--- config.mk ---
export PLATFORM = sky130hd
export DESIGN_NAME = draw_sprite_col
export DESIGN_NICKNAME = d
export VERILOG_FILES = /design/src/rtl/draw_sprite_col.sv
export SDC_FILE = /design/constraint.sdc
export NUM_CORES = 1
export LEC_CHECK = 0
export CAP_MARGIN = 20
export CORE_MARGIN = 2
export CORE_UTILIZATION = 30
export CTS_BUF_LIST = sky130_fd_sc_hd__clkbuf_8
export DETAILED_ROUTE_END_ITERATION = 16
export DONT_BUFFER_PORTS = 1
export PLACE_DENSITY_LB_ADDON = 0.25
export SYNTH_ARGS = -nofsm -noshare
export SYNTH_HDL_FRONTEND = slang
export SYNTH_SLANG_ARGS = --single-unit
--- constraint.sdc ---
create_clock -name pclk -period 5.5 [get_ports pclk]
set_input_delay 1.1 -clock pclk [delete_from_list [all_inputs] [get_ports pclk]]
set_output_delay 1.1 -clock pclk [all_outputs]
set_load 0.1 [all_outputs]
--- src/rtl/draw_sprite_col.sv ---
// rtl/draw_sprite_col.sv - sprite overlay with per-frame latched placement and colour collision channels
// Three-stage pipeline: address, ROM fetch, overlay; collision flags are aligned with vga_out.
`ifndef VGA_BUS_SIZE
`define VGA_BUS_SIZE 40
`endif

module draw_sprite_col #(
   parameter int SPR_W  = 64,
   parameter int SPR_H  = 64,
   parameter int ADDR_W = 12,
   parameter int N_COL  = 3,
   parameter logic [N_COL*12-1:0] COL_COLORS = {12'h321, 12'h123, 12'hAAA}
) (
   input  logic                     pclk,
   input  logic                     rst_n,
   input  logic [11:0]              xpos,
   input  logic [11:0]              ypos,
   input  logic                     enable,
   input  logic                     hflip,
   input  logic [`VGA_BUS_SIZE-1:0] vga_in,
   output logic [`VGA_BUS_SIZE-1:0] vga_out,
   output logic [ADDR_W-1:0]        pixel_addr,
   input  logic [3:0]               pixel,
   output logic [N_COL-1:0]         col_live,
   output logic [N_COL-1:0]         col_frame,
   output logic                     frame_tick
);

   // Bus layout: {hcount, hsync, hblnk, vcount, vsync, vblnk, rgb}
   localparam int HC_LSB   = 28;
   localparam int HBLNK    = 26;
   localparam int VC_LSB   = 14;
   localparam int VBLNK    = 12;

   logic [11:0]              r_xl, r_yl;
   logic                     r_en, r_hflip;
   logic                     r_vblnk_d;
   logic [`VGA_BUS_SIZE-1:0] r_bus1, r_bus2;
   logic                     r_inbox1, r_inbox2;
   logic [N_COL-1:0]         r_acc;

   logic                     w_frame_start;
   logic                     w_inbox;
   logic [12:0]              w_hc, w_vc, w_xl, w_yl, w_dx, w_dy, w_col;
   logic [ADDR_W-1:0]        w_addr;
   logic [11:0]              w_rgb_out;
   logic [N_COL-1:0]         w_hit;

   assign w_frame_start = vga_in[VBLNK] & ~r_vblnk_d;

   // 13-bit compares so a sprite near x=4095 clips instead of wrapping
   assign w_hc = {1'b0, vga_in[HC_LSB +: 12]};
   assign w_vc = {1'b0, vga_in[VC_LSB +: 12]};
   assign w_xl = {1'b0, r_xl};
   assign w_yl = {1'b0, r_yl};

   assign w_inbox = r_en && !vga_in[HBLNK] && !vga_in[VBLNK]
                 && (w_hc >= w_xl) && (w_hc < w_xl + 13'(SPR_W))
                 && (w_vc >= w_yl) && (w_vc < w_yl + 13'(SPR_H));

   assign w_dx   = w_hc - w_xl;
   assign w_dy   = w_vc - w_yl;
   assign w_col  = r_hflip ? (13'(SPR_W - 1) - w_dx) : w_dx;
   assign w_addr = ADDR_W'(w_dy) * ADDR_W'(SPR_W) + ADDR_W'(w_col);

   // Collision compares against the background colour, not the overlaid one
   always_comb begin
      w_hit = '0;
      for (int i = 0; i < N_COL; i++) begin
         w_hit[i] = r_inbox2 && (pixel != 4'd0) && (r_bus2[11:0] == COL_COLORS[12*i +: 12]);
      end
   end

   assign w_rgb_out = (r_inbox2 && (pixel != 4'd0)) ? {pixel, pixel, pixel} : r_bus2[11:0];

   always_ff @(posedge pclk or negedge rst_n) begin
      if (!rst_n) begin
         r_xl       <= '0;
         r_yl       <= '0;
         r_en       <= 1'b0;
         r_hflip    <= 1'b0;
         r_vblnk_d  <= 1'b0;
         r_bus1     <= '0;
         r_bus2     <= '0;
         r_inbox1   <= 1'b0;
         r_inbox2   <= 1'b0;
         r_acc      <= '0;
         pixel_addr <= '0;
         vga_out    <= '0;
         col_live   <= '0;
         col_frame  <= '0;
         frame_tick <= 1'b0;
      end else begin
         r_vblnk_d  <= vga_in[VBLNK];
         frame_tick <= w_frame_start;
         if (w_frame_start) begin
            r_xl      <= xpos;
            r_yl      <= ypos;
            r_en      <= enable;
            r_hflip   <= hflip;
            col_frame <= r_acc | w_hit;
            r_acc     <= '0;
         end else begin
            r_acc     <= r_acc | w_hit;
         end

         pixel_addr <= w_inbox ? w_addr : '0;
         r_bus1     <= vga_in;
         r_inbox1   <= w_inbox;

         r_bus2     <= r_bus1;
         r_inbox2   <= r_inbox1;

         vga_out    <= {r_bus2[`VGA_BUS_SIZE-1:12], w_rgb_out};
         col_live   <= w_hit;
      end
   end

endmodule
# After elaboration in Yosys (flattened, before gate mapping)
# Cells that the tools add are included.
# word_totals
inputBits,72
out_inout_bits,59
wordCells,48
ff_bits,171
# classes
reduce_logical,13
n_mux,4
n_bitwise,3
addsub,6
magnitude_cmp,4
eq_ne,3
# ops
op,count
2-to-1 mux 12 bit,3
adder 12 x 7 -> 13 bit (second input constant),2
less-than comparator 12 x 13 -> 1 bit,2
greater-or-equal comparator 12 bit,2
adder 12 bit,1
== test 12 x 10 -> 1 bit (second input constant),1
== test 12 bit (second input constant),1
== test 12 x 9 -> 1 bit (second input constant),1
subtractor 12 bit,1
subtractor 6 x 12 -> 12 bit (first input constant),1
logical AND 1 bit,10
subtractor 6 bit,1
nonzero test 4 bit,1
2-to-1 mux 3 bit,1
bitwise OR 3 bit,1
logical NOT 1 bit,2
bitwise AND 1 bit,1
NOT 1 bit,1

# Longest topological paths before layout
# logic_depth
ltp_word,8
depth_mapped,20
depth_no_buf,20

# Worst setup path after synthesis
# No wires, ideal clock.
# synth_timing
kind,in2reg
startpoint,in vga_in[28]
endpoint,reg pixel_addr[11]
required_time_ps,5422
path_slack_ps,733
cell_stages,19
arrival_time_ps,4689
cell_sequence,inv_1 -> ha_1 -> inv_1 -> fa_1 -> nand3_1 -> a21oi_2 -> or3_1 -> buf_2 -> xor2_1 -> o41a_1 -> xnor2_1 -> ha_1 -> o21ai_0 -> nor2_1 -> o41ai_1 -> nor4_1 -> a211o_1 -> a211o_1 -> a21oi_1
# synth_via
elab_chain_len,6
# synth_rtl
item,line,text
"start, declared",20,"input logic [`VGA_BUS_SIZE-1:0] vga_in,"
"parallel branches: the longest is 5 deep, another holds subtractor 12 bit",n/a,
2-to-1 mux 12 bit (*),107,pixel_addr <= w_inbox ? w_addr : '0;
"end signal, assigned",107,
"end, declared",22,"output logic [ADDR_W-1:0] pixel_addr,"
# Every way passes the cells marked *.
# A chain may end at the register's enable or synchronous reset.

# Worst setup path after layout
# Ends and elaborated chain as after synthesis.

==> results.md <==
- Status: finished clean
- Critical Path Start Type: input pin
- Wire per inst: 16.6 microns
- Yosys top cell by area: dfrtp_1
- Syn nets: 675
- Critical Setup Path Class: input pin to flop
- CTS Hold Bufs: 0
- Gate Count Post-Synth: 556
- Cell depth of the worst flop-to-flop path: 18
- Most frequent cells after synthesis: dfrtp_1 (170), nand2_1 (64), ha_1 (44)
- Endpoints failing hold: 0
- Multiplexer share of the synthesized area: 0.501%
- Setup WS pre-CTS: 0.405 ns
- Fmax: 216 MHz
- Diodes inserted: 0
- Synth Area in Adders: 9.06%
- Fraction of the mapped netlist area in compound gates: 10.4%
- Final setup fails: 0
- Critical path's slowest cell: o41ai_1
- Crit. End Element: flop
- Largest net degree at the start of global routing: 171
- Post_cts resized: 0
- Max-Cap Viols: 0
- Pwr/cell area: 398 nW/um^2
- Sequential cell area fraction in the yosys report: 63.1%
- Leakage: 3.39 nW
- Antenna violations before repair: 0
- Core area: 22000 sq um
- Crit path max fanout: 4
- Share of cells above drive strength 1: 7.45%
- CTS max path bufs: 2
- Global-route wire length before repair: 22.6 mm
- CTS tree: built
- Worst Path Required: 5.88 ns
- Tot Pwr: 2.97 mW
- R2R Path Start: r_xl[1]
- R2R Path End: pixel_addr[11]
- Slew HR: 36.8%
- Nets: 683
- DIE WIDTH: 154 microns
- Netlist cell types: 51
- XOR/XNOR Fraction of Synth Area: 3.64%
- Final worst slack: 0.860 ns
- H-Tree Level Count: 4
- Antenna-violating nets left: 0
- I/O Buffers: 0
- Setup_tns: 0 ns
- Synth-to-Final Area Change: 10.8%
- Initial Util: 30.7%
- # rows: 54
- Post-synth EDFFs: 0
- Asr flop ratio synth: 100%
- Critical path data arrival time: 5.02 ns
- Simple-gate share of the synthesized area: 10.1%
- Largest family of logic cells by synthesized area: compound AO/OA/AOI/OAI gates
- Avg Cell Area, Syn: 12.1 sq um
- CTS root buffer: clkbuf_8
- Crit path time final: 4.64 ns
- Most common cell in the netlist: dfrtp_1
- Largest stage delay on the critical path: 0.45 ns
- Beginning of the critical path: vga_in[28]
- WL final: 14.2 mm
- Tcrit/Tclk final: 84.4%
- Drt first-iter violations: 225
- VDD IR max: 0.137 mV
- Mapped Area: 6740 sq um
- Clk_lat worst skew: 0.45 ns
- RSZ-0062 raised after global routing: no
- Total track usage: 12.5%
- Final HPWL from detailed placement: 10.2 mm
- Top-area cell type share of the netlist area: 63.1%
- RD Place Congestion: 0.778
- TritonCTS Buffers: 17
- Die area: 23700 sq um
- Hold Slack: 0.338 ns
- DRC errors left: 0
- Clock slew at reported path FFs: 0.10 ns
- Vias in the first global route: 4222
- GRT overflow: 0
- First-pass detailed-route iteration total: 4
- Post-CTS Setup Inserts: 0
- Filler cells: 2124
- Number of I/O pins: 131
- Top post-synthesis cells by area: dfrtp_1 (63%), ha_1 (8.2%), nand2_1 (3.6%)
- Die height: 154 microns
- Routed vias: 4035
- Synth warn: 0
- #FFs+latches synth: 170
- R2R setup slack: 1.15 ns
- Clock skew: 0.00798 ns
- Most used DFF post-synth: dfrtp_1
- Drt via density: 4.71
- Clock sink total: 170
- Tightest Hold Check Type: input pin to asynchronous set/reset pin
- Worst-Margin Slew: 0.948 ns
- Final slew viol count: 0
- Critical path, cell by cell: inv_1, ha_1, inv_1, fa_1, nand3_1, a21oi_2, or3_1, xor2_1, o41a_1, xnor2_1, ha_1, o21ai_0, nor2_1, o41ai_1, nor4_1, a211o_1, a211o_1, a21oi_1
cell usage in the layout (no fill, tap or decap), drive strengths merged, types with 7 or more instances in the layout:
cell type,Yosys,final
a21oi,21,21
nand3,11,11
nor2,39,39
o21ai,39,39
clkbuf,9,18
a21o,8,8
dfrtp,170,170
xor2,7,7
nand2,64,64
xnor2,21,21
ha,44,44
inv,39,46
cells by family (layout without fill, tap and decap cells):
kind of cell | Yosys count | after routing
adders and majority gates | 47 | 47
and+or+nand+nor | 148 | 148
buffers and inverters | 52 | 73
muxes | 3 | 3
DFF | 170 | 170
AOI/OAI and AO/OA | 108 | 108
xor gates and xnor gates | 28 | 28
critical path: cells and delay by family:
kind / cells / cell delay [ns]
xor gates and xnor gates: 2 / 0.37
buffers and inverters: 2 / 0.11
and+or+nand+nor: 4 / 0.76
AOI/OAI and AO/OA: 7 / 1.80
adders and majority gates: 3 / 0.90
report_power, final:
part	switching, mW	internal, mW
registers	0.192	1.32
logic	0.310	0.245
clock network	0.517	0.385
total	1.02	1.95
registers in the layout, indices dropped and copies added (netlist names):
name,flops
r_bus1,40
r_bus2,40
vga_out,40
pixel_addr,12
r_xl,12
r_yl,12
col_frame,3
col_live,3
r_acc,3
frame_tick,1
r_en,1
r_hflip,1
r_inbox1,1
r_inbox2,1
stage by stage:
step           cell area, sq um  std cells  utilization (%)
4_1_cts                    7460        856             34.0
5_1_grt                    7460        857             34.0
2_1_floorplan              6740        556                -
3_3_place_gp               7040        824             32.1
3_5_place_dp               7040        824             32.1
6_report                   7460        857             34.0
cell type report:
cell class / instances / area, sq um / share of cell area, %
inverter: 39 / 146 / 1.96
timing repair buffer: 2 / 15.0 / 0.201
clock buffer: 17 / 234 / 3.13
tap: 280 / 350 / 4.69
sequential: 170 / 4250 / 57.0
multi-input combinational: 334 / 2280 / 30.6
clock inverter: 15 / 180 / 2.41
routing by layer:
layer / share of wire [%] / track usage, % / vias up
li1: - / - / 1910
met1: 43 / 15.1 / 1979
met2: 48 / 19.9 / 118
met3: 6.4 / 4.59 / 28
met4: 2.8 / 5.70 / 0
met5: 0 / 0 / -
worst max path at each step:
stage	to	slack [ns]	cells past startpoint
detailed placement	pixel_addr[11]	0.41	18
global placement	pixel_addr[11]	0.57	18
CTS	pixel_addr[11]	0.90	18
finish	pixel_addr[11]	0.86	18
floorplan	pixel_addr[11]	0.73	19
global route	pixel_addr[11]	0.61	18
Note: power is estimated with default switching activity, not from simulation.
